$ cat src/rtl/calc_dsp_check_if.sv
// Observation bundle for calc_dsp_check: run status flags and the DSP-path accumulator.
interface calc_dsp_check_if;
  logic        correct;
  logic        done;
  logic [31:0] acc;

  modport master (output correct, done, acc);
  modport slave  (input  correct, done, acc);
endinterface

$ cat src/rtl/calc_dsp_check.sv
// Self-checking MAC: a pipelined multiply/accumulate path is cross-checked against a
// bit-serial shift-add reference over a fixed operand sequence.
module calc_dsp_check #(
  parameter int unsigned N_OPS    = 256,
  parameter logic [15:0] FAULT_OP = 16'hFFFF
) (
  input  logic             clk,
  input  logic             rst,
  calc_dsp_check_if.master res
);

  typedef enum logic [1:0] {LOAD, MUL, CHECK, DONE} state_e;

  localparam logic [15:0] LAST_IDX = 16'(N_OPS - 1);
  localparam bit          FAULT_EN = (32'(FAULT_OP) < N_OPS);

  state_e      state_q, state_d;
  logic [15:0] idx_q;
  logic [3:0]  cnt_q;
  logic [15:0] a_q, b_q;
  logic        v1_q, v2_q;
  logic [31:0] prod_q;
  logic [31:0] ser_q;
  logic [31:0] acc_dsp_q;
  logic [31:0] acc_ref_q, acc_ref_d;
  logic        mism_q;
  logic        mism_now;
  logic        done_q, correct_q;
  logic        last;
  logic        fault_now;

  // NOTE: every signal written here gets a default first so no latch is inferred.
  always_comb begin
    state_d   = state_q;
    last      = (idx_q == LAST_IDX);
    acc_ref_d = acc_ref_q + ser_q;
    mism_now  = (prod_q != ser_q) || (acc_dsp_q != acc_ref_d);
    fault_now = FAULT_EN && (idx_q == FAULT_OP);
    unique case (state_q)
      LOAD:    state_d = MUL;
      MUL:     if (cnt_q == 4'd15) state_d = CHECK;
      CHECK:   state_d = last ? DONE : LOAD;
      DONE:    state_d = DONE;
      default: state_d = LOAD;
    endcase
  end

  // NOTE: sequential state uses non-blocking assignments so every register samples
  // pre-edge values regardless of statement order.
  always_ff @(posedge clk) begin
    if (rst) begin
      state_q   <= LOAD;
      idx_q     <= '0;
      cnt_q     <= '0;
      a_q       <= '0;
      b_q       <= '0;
      v1_q      <= 1'b0;
      v2_q      <= 1'b0;
      prod_q    <= '0;
      ser_q     <= '0;
      acc_dsp_q <= '0;
      acc_ref_q <= '0;
      mism_q    <= 1'b0;
      done_q    <= 1'b0;
      correct_q <= 1'b0;
    end else begin
      state_q <= state_d;

      // DSP path: operands -> product -> accumulate, one valid token per operand pair
      v1_q <= (state_q == LOAD);
      v2_q <= v1_q;
      if (v1_q) prod_q <= ({16'b0, a_q} * {16'b0, b_q}) ^ {31'b0, fault_now};
      if (v2_q) acc_dsp_q <= acc_dsp_q + prod_q;

      unique case (state_q)
        LOAD: begin
          a_q   <= 16'h1234 + idx_q * 16'h0101;
          b_q   <= 16'hFEDC - idx_q * 16'h0011;
          ser_q <= '0;
          cnt_q <= '0;
        end
        MUL: begin
          if (b_q[cnt_q]) ser_q <= ser_q + ({16'b0, a_q} << cnt_q);
          cnt_q <= cnt_q + 4'd1;
        end
        CHECK: begin
          acc_ref_q <= acc_ref_d;
          mism_q    <= mism_q | mism_now;
          if (last) begin
            done_q    <= 1'b1;
            correct_q <= ~(mism_q | mism_now);
          end else begin
            idx_q <= idx_q + 16'd1;
          end
        end
        default: ;
      endcase
    end
  end

  assign res.correct = correct_q;
  assign res.done    = done_q;
  assign res.acc     = acc_dsp_q;

endmodule

$ cat src/flat_wrapper.sv
// flat-port wrapper written by rule: the top's interface ports become plain ports
module calc_dsp_check_flat 
#(
  parameter int unsigned N_OPS    = 256,
  parameter logic [15:0] FAULT_OP = 16'hFFFF
)
  (clk, rst, res_correct, res_done, res_acc);
  calc_dsp_check_if res_i ();
  input  logic clk;
  input  logic rst;
  output wire logic [$bits(res_i.correct)-1:0] res_correct;
  output wire logic [$bits(res_i.done)-1:0] res_done;
  output wire logic [$bits(res_i.acc)-1:0] res_acc;
  assign res_correct = res_i.correct;
  assign res_done = res_i.done;
  assign res_acc = res_i.acc;
  calc_dsp_check #(.N_OPS(N_OPS), .FAULT_OP(FAULT_OP)) u_core (.clk(clk), .rst(rst), .res(res_i));
endmodule
$ cat config.mk
export PLATFORM = sky130hd
export DESIGN_NAME = calc_dsp_check_flat
export DESIGN_NICKNAME = d
export VERILOG_FILES = /design/src/rtl/calc_dsp_check_if.sv /design/src/rtl/calc_dsp_check.sv /design/src/flat_wrapper.sv
export SDC_FILE = /design/constraint.sdc
export NUM_CORES = 1
export LEC_CHECK = 0
export CAP_MARGIN = 20
export CORE_MARGIN = 2
export CORE_UTILIZATION = 66
export DETAILED_ROUTE_END_ITERATION = 10
export HOLD_SLACK_MARGIN = 0.05
export PLACE_DENSITY_LB_ADDON = 0.12
export SLEW_MARGIN = 15
export SYNTH_ARGS = -nofsm -noshare
export SYNTH_HDL_FRONTEND = slang
export SYNTH_SLANG_ARGS = --single-unit
$ cat constraint.sdc
create_clock -name clk -period 8.74 [get_ports clk]
set_input_delay 1.311 -clock clk [delete_from_list [all_inputs] [get_ports clk]]
set_output_delay 1.311 -clock clk [all_outputs]
set_load 0.02 [all_outputs]
---- Word level (Yosys, flattened, before mapping) ----
Cells that the tools add are included.
operators by class
  $add $sub $neg .......................... 7
  multipliers ............................. 3
  $lt $le $gt $ge ......................... 1
  equal/unequal tests ..................... 9
  shift-type cells ........................ 1
  muxes and demuxes ....................... 8
  bitwise gates (word level) .............. 3
  reduce and logical (&&, ||, !) cells .... 6
operators with widths
  kind                                                                           count
  32-bit adder                                                                   3
  32-bit != test                                                                 2
  32-bit one-hot mux with 2 select lines                                         1
  16-bit by 16-bit multiplier with 32-bit output                                 1
  32-bit two-way mux                                                             1
  16-bit by 4-bit left shift with 32-bit output                                  1
  13-bit by 16-bit adder with 16-bit output (first input constant)               1
  16-bit by 1-bit adder with 16-bit output (second input constant)               1
  16-bit by 8-bit == test with 1-bit output (second input constant)              1
  16-bit by 5-bit multiplier with 16-bit output (second input constant)          1
  16-bit by 9-bit multiplier with 16-bit output (second input constant)          1
  16-bit subtractor (first input constant)                                       1
  2-bit one-hot mux with 4 select lines                                          1
  4-bit one-hot mux with 2 select lines                                          1
  2-bit AND reduction                                                            3
  4-bit by 5-bit less-than comparator with 1-bit output (second input constant)  1
  4-bit by 1-bit adder with 4-bit output (second input constant)                 1
  1-bit binary-select mux with 4-bit select                                      1
  2-bit == test (second input constant)                                          2
  4-bit == test (second input constant)                                          1
  2-bit two-way mux                                                              2
  2-bit by 1-bit != test with 1-bit output (second input constant)               2
  2-bit by 1-bit == test with 1-bit output (second input constant)               1
  2-bit logical NOT                                                              1
  5 further kinds                                                                6
word-level totals
  register bits after elaboration ......... 187
  input bits .............................. 2
  output and inout port bits .............. 34
  logic and storage cells ................. 52

---- Longest topological paths before layout ----
Gate-level depths: netlist of the first run.
  word-level depth ........................ 5
  gate-level depth with buffers ........... 27

---- Least setup slack after synthesis of the first run ----
OpenSTA, ideal clock, no wires.
  path type ............................... register -> register
  start point ............................. register u_core.b_q[1]
  end point ............................... register u_core.prod_q[31]
  library setup time ...................... 0.086 ns
  arrival ................................. 6.398 ns
  required time ........................... 8.654 ns
  path slack .............................. 2.257 ns
  cell stages (with the launch flop) ...... 27
  cells stage by stage .................... dfxtp_1 clkbuf_1 clkbuf_1 nand2_1 fa_1 fa_1 inv_1 fa_1 inv_1 fa_1 inv_1 fa_1 inv_1 fa_1 inv_1 ha_1 and2_1 or2_2 a21o_1 a311o_1 nand2_1 nor2_1 a21o_1 a31oi_1 o221ai_1 xnor2_1 a211oi_1
between the ends
  cells in the longest elaborated chain, start to end .. 1
RTL lines
  what                                            line                  source
  from (decl)                                     calc_dsp_check.sv:20  logic [15:0] a_q, b_q;
  from (signal assigned)                          calc_dsp_check.sv:78  b_q <= 16'hFEDC - idx_q * 16'h0011;
  16-bit by 16-bit multiplier with 32-bit output  calc_dsp_check.sv:72  if (v1_q) prod_q <= ({16'b0, a_q} * {16'b0, b_q}) ^ {31'b0, fault_now};
  to (signal assigned)                            calc_dsp_check.sv:72
  to (decl)                                       calc_dsp_check.sv:22  logic [31:0] prod_q;
Every way passes these cells.
A chain may end at the register's enable or synchronous reset.

---- Worst setup path after layout of the first run ----
  start point ............................. register u_core.b_q[1]
  end point ............................... register u_core.prod_q[28]
Same word-level chain as after synthesis.

==> flow_summary.ini, run 1 <==
[cts]
cts_resized = 0
post_cts_buffers = 0
clk_latency_ps = 480
path_clk_slew_ps = 80
numCtsBuffers = 17
h-tree-depth = 4
postCtsHoldBufs = 0
clock_path_buffers = 2
cts_tree = built
cts_sinks = 186
cts-root-buf = clkbuf_16

[worst_hold_path]
hp-class = flip-flop to flip-flop
min_path_cells = 2
hold_end = u_core.res.done
hold_start = u_core.res.done

[synth]
netlist.area_leader.share = 0.178
yosys.area.top_type = fa_1
synth_cell_types = 84
synth_nets = 3213
synth_cells = 2752
synthArstFlopShare = 0
syn_area_per_cell_um2 = 8.28
syn-cell-area_mm2 = 0.0228
synth-seq-area-share = 0.163
synthFlopType = dfxtp_1
synth-seq-cells = 186
ys_warn_count = 0
synth_edf_count = 0
synthTopCellsByArea = fa_1, dfxtp_1, ha_1

[timing]
rsz0062_at_grt = no
fin_skew_ps = 14.6
relSlewSlack = 0.334
setup_viol = 0
tightestPinTransition_ps = 998
fin_tns_setup_ps = 0
period_share = 0.824
final_hold_viol_count = 0
setup_slack_ps = 1540
period_needed_ps = 7200
maxSlewViolCount = 0
max_freq_ghz = 0.139

[worst_setup_path]
path_cells = nand2_1 -> fa_1 -> fa_1 -> inv_1 -> fa_1 -> inv_1 -> fa_1 -> inv_1 -> fa_1 -> inv_1 -> fa_1 -> inv_1 -> ha_1 -> nand2_1 -> a21oi_1 -> a2111oi_0 -> nor3_1 -> nand2_1 -> o31ai_1 -> a311o_1 -> a21oi_1 -> o2111ai_1 -> o41a_1 -> o311ai_0
critPathArrivalTime_ps = 7530
cp_common_cell = fa_1
path_class = flip-flop to flip-flop
critPathLaunch = u_core.b_q[1]
rr_endpoint = u_core.prod_q[28]
crit_required_ps = 9070
slowest_stage = dfxtp_1
crit_path_max_fanout = 18
rr_worst_depth = 24
r2r_start = u_core.b_q[1]
startpoint_type = flip-flop
critPathMaxStageDelay_ps = 780
reg2reg_slack_ps = 1540
endpoint_kind = flip-flop

[grt]
grt_max_degree = 54
grt_antenna_before_repair = 0
grt_usage = 0.364
overflow = 0
grt_pass1_vias = 19300
grt_pass1_wl_mm = 102

[die]
initial_utilization = 0.665
core.rowCount = 68
fp.coreArea_mm2 = 0.0343
die_x_um = 190
die_h_um = 190
num_io_pins = 36
die-area_mm2 = 0.0360

[power_and_ir_drop]
ir_drop_v = 0.000157
power.share.clock = 0.369
p_per_area_mw_per_mm2 = 93.8
p_total_mw = 2.25
seqPwrFrac = 0.412
p_leak_nw = 11.3
swShare = 0.345
p_int_mw = 1.47
p_sw_uw = 778
power_frac_comb = 0.219

[detailed_routing]
vias = 19200
totalWireLength_mm = 63.8
ant_nets = 0
drc = 0
via_per_inst = 6.07
drt_iter0_markers = 1395
routedWlPerCell_um = 20.2
drtPass1Iterations = 6

[cells_and_area]
regArea_mm2 = 0.00372
drive_gt1_frac = 0.0358
multi_input_area_mm2 = 0.0173
syn2layout_area_growth_pct = 5.25
diodes = 0
nets = 3157
fillers = 2784

[placement]
place.gp.congestion = 0.972
dpl.hpwl_mm = 50.4
place_ws_ps = 1570
numPortBuffers = 35

[status]
status = finished, final reports clean

[flow_run]
cap_violations = 0
## sequential cells by signal (all words and copies together), names as in the netlist
register / count
u_core.a_q: 15
u_core.acc_ref_q: 32
u_core.b_q: 16
u_core.cnt_q: 4
u_core.idx_q: 16
u_core.mism_q: 1
u_core.prod_q: 32
u_core.res.acc: 32
u_core.res.correct: 1
u_core.res.done: 1
u_core.ser_q: 32
u_core.state_q: 2
u_core.v1_q: 1
u_core.v2_q: 1
## cell type report
type | instances | share of cell area
clock inverter | 13 | 0.00709
clock buffer | 19 | 0.0180
sequential | 186 | 0.155
timing repair buffer | 67 | 0.0245
multi-input combinational | 2116 | 0.723
tap | 455 | 0.0237
inverter | 308 | 0.0482
## layer usage
metal,part of all wire,vias up,routed length [um],GRT usage
li1,-,9094,-,-
met1,0.40,9271,25800,0.440
met2,0.48,651,30700,0.622
met3,0.057,185,3640,0.0570
met4,0.057,0,3640,0.203
met5,0,-,0,0
## power by group through the flow
stage                     clock (mW)  sequential (mW)  combinational (mW)
after CTS                      0.839            0.926               0.489
after floorplan                    0            0.910               0.366
after detailed placement           0            0.946               0.486
after global placement             0            0.944               0.474
after global routing           0.870            0.931               0.547
final                          0.830            0.928               0.494
## critical path, delay by kind of cell, from the launching register on
| kind | cells | cell delay (ps) |
|---|---|---|
| AO/OA/AOI/OAI | 8 | 1910 |
| AND/OR/NAND/NOR | 4 | 750 |
| adder cells (fa/ha/maj) | 7 | 3350 |
| buffers and inverters | 5 | 240 |
| flip-flops | 1 | 780 |
## worst max path at each step
stage / cells past startpoint / endpoint / slack, ps
after floorplan: 26 / u_core.prod_q[31] / 2260
after global placement: 24 / u_core.prod_q[28] / 1660
after detailed placement: 24 / u_core.prod_q[28] / 1570
after CTS: 24 / u_core.prod_q[28] / 1550
after global routing: 24 / u_core.prod_q[28] / 1100
final: 24 / u_core.prod_q[28] / 1540
## Yosys cell counts, types with 18 or more instances
master	number
nor2_1	198
nand2_1	321
ha_1	256
xnor2_1	128
a211oi_1	26
a21o_1	47
inv_1	307
or3_1	21
nand4_1	25
a21oi_1	163
a31oi_1	18
clkbuf_1	116
dfxtp_1	186
nor2b_1	24
and2_1	122
mux2i_1	56
o21ai_0	93
nor3_1	34
fa_1	203
xor2_1	78
nand3_1	39
o21a_1	20
## layout by cell type (no fill, tap or decap), types with 47 or more instances in the layout
| cell | count |
|---|---|
| nand2_1 | 321 |
| xnor2_1 | 128 |
| a21o_1 | 47 |
| and2_1 | 122 |
| inv_1 | 307 |
| fa_1 | 203 |
| mux2i_1 | 56 |
| a21oi_1 | 163 |
| ha_1 | 256 |
| xor2_1 | 78 |
| nor2_1 | 197 |
| dfxtp_1 | 185 |
| o21ai_0 | 93 |
## through the flow
step	std cells	util	instance area (um^2)	hold slack, ps
floorplan	2752	-	22800	436
global placement	3132	0.682	23400	434
global route	3164	0.700	24000	470
finish	3164	0.700	24000	451
detailed placement	3132	0.682	23400	442
CTS	3164	0.700	24000	454
## cell families (layout without fill, tap and decap cells)
kind of cell	count (synthesis)	in the layout	synth area share
flops	186	186	0.163
fa+ha+maj	459	459	0.319
mux	71	71	0.0360
simple gates	861	861	0.178
xor+xnor	207	207	0.0801
compound gates	518	518	0.148
buf+inv	450	407	0.0757
No activity file was read; power rests on OpenSTA's default activity.
==> run 2, diff against run 1 <==
--- a/config.mk
+++ b/config.mk
@@ -7,7 +7,7 @@
 export LEC_CHECK = 0
 export CAP_MARGIN = 20
 export CORE_MARGIN = 2
-export CORE_UTILIZATION = 66
+export CORE_UTILIZATION = 59
 export DETAILED_ROUTE_END_ITERATION = 10
 export HOLD_SLACK_MARGIN = 0.05
 export PLACE_DENSITY_LB_ADDON = 0.12
==> constraint.sdc (replaced) <==
create_clock -name clk -period 6.3 [get_ports clk]
set_input_delay 0.945 -clock clk [delete_from_list [all_inputs] [get_ports clk]]
set_output_delay 0.945 -clock clk [all_outputs]
set_load 0.02 [all_outputs]
==> flow_summary.ini, run 2 (same netlist as run 1, synthesis figures left out) <==
[status]
status = finished, final reports clean

[worst_setup_path]
path_class = flip-flop to flip-flop
crit_path_max_fanout = 4
endpoint_kind = flip-flop
reg2reg_slack_ps = 30
critPathArrivalTime_ps = 6630
crit_required_ps = 6660
startpoint_type = flip-flop

[detailed_routing]
totalWireLength_mm = 66.9
vias = 19700
drt_iter0_markers = 1375
via_per_inst = 5.89
routedWlPerCell_um = 20.0
drtPass1Iterations = 5
drc = 0
ant_nets = 0

[cts]
clock_path_buffers = 2
h-tree-depth = 4
path_clk_slew_ps = 80
cts-root-buf = clkbuf_16
cts_tree = built
postCtsHoldBufs = 0
cts_sinks = 186
clk_latency_ps = 490
numCtsBuffers = 17

[cells_and_area]
syn2layout_area_growth_pct = 11.1
final_area_mm2 = 0.0253
final_common_cell = nand2_1
mostFrequentLayoutCells = nand2_1, inv_1, ha_1, fa_1, nor2_1
drive_gt1_frac = 0.0962
nets = 3276
postLayoutCoreUtil = 0.669

[placement]
dpl.hpwl_mm = 54.0
dpl_cell_area_mm2 = 0.0243
numPortBuffers = 35
place_ws_ps = -218
place.gp.congestion = 0.959

[power_and_ir_drop]
p_per_area_mw_per_mm2 = 128
p_leak_nw = 12.0
p_total_mw = 3.24
ir_drop_v = 0.000180

[grt]
grt_pass1_vias = 19800
grt_max_degree = 61
grt_usage = 0.338
overflow = 0
grt_pass1_wl_mm = 107
grt_antenna_before_repair = 0

[timing]
period_needed_ps = 6270
tightestPinTransition_ps = 964
setup_viol = 0
maxSlewViolCount = 0
max_freq_ghz = 0.159
relSlewSlack = 0.357
period_share = 0.995
fin_tns_setup_ps = 0
final_hold_viol_count = 0
rsz0062_at_grt = yes
fin_skew_ps = 17.2
setup_slack_ps = 30.1

[die]
initial_utilization = 0.602
die-area_mm2 = 0.0402
fp.coreArea_mm2 = 0.0378
die_x_um = 201
core.rowCount = 71
die_h_um = 201
num_io_pins = 36

[flow_run]
cap_violations = 0

[worst_hold_path]
hp-class = flip-flop to flip-flop
[run 2: cell types whose count changed in the layout (fill, tap and decap cells not counted), sizes merged]
cell,change
clkinv,-1
clkinvlp,+4
bufinv,+1
inv,-4
diode,+2
buf,+119
[run 2: what timing repair did]
| item | 4_1_cts | 5_1_grt |
|---|---|---|
| cloned | 0 | 0 |
| endpoints found under the hold margin | 0 | 0 |
| setup endpoints to repair | 9 | 12 |
| pin swaps | 24 | 31 |
| setup buffers | 8 | 7 |
| gates resized for setup | 47 | 42 |
[run 2: worst max-delay path: stages (launching register included)]
cell and delay, ps:
dfxtp_4 360, and2_4 160, fa_1 550, inv_1 60
fa_1 480, inv_1 50, fa_1 510, inv_2 40
fa_1 540, inv_2 40, fa_1 470, inv_1 50
fa_1 490, inv_2 50, ha_4 280, nand2_4 70
a211oi_4 220, a2111oi_4 60, nor3_2 220, nand2_1 120
o31ai_2 270, buf_4 170, a311o_1 290, a21oi_2 110
o2111ai_1 200, o41a_1 170, o311ai_1 90
[run 2: per-layer routing]
metal,GRT usage,routed length [um],vias to the layer above
met5,0,0,-
met1,0.422,27800,9585
met4,0.158,3160,0
met2,0.574,32100,592
met3,0.0523,3860,169
li1,-,-,9330
[run 2: cell type report]
cell class | instances | area [um^2]
multi-input cells | 2116 | 17600
flip-flops and latches | 186 | 3770
well taps | 511 | 639
inverters | 308 | 1160
clock buffers | 19 | 443
repair buffers | 186 | 1590
fillers | 3292 | 12500
clock inverters | 13 | 164
diodes | 2 | 5.00
[run 2: power breakdown]
| group | internal, mW | total, mW | switching, mW |
|---|---|---|---|
| registers | 1.21 | 1.28 | 0.0686 |
| clock network | 0.607 | 1.16 | 0.557 |
| logic | 0.336 | 0.804 | 0.468 |
| total | 2.15 | 3.24 | 1.09 |
[run 2: path summary, 6_finish.rpt]
| path | from | end | cells after the start |
|---|---|---|---|
| worst max-delay path | u_core.b_q[6] | u_core.prod_q[28] | 26 |
| worst min-delay path | u_core.res.done | u_core.res.done | 2 |
| worst max register to register | u_core.b_q[6] | u_core.prod_q[28] | 26 |
| worst min register to register | u_core.res.done | u_core.res.done | 2 |
[run 2: stage by stage]
stage / instances / hold slack, ps
after CTS: 3334 / 453
after detailed placement: 3295 / 440
after floorplan: 2752 / 436
after global routing: 3339 / 473
after global placement: 3295 / 433
final: 3341 / 454
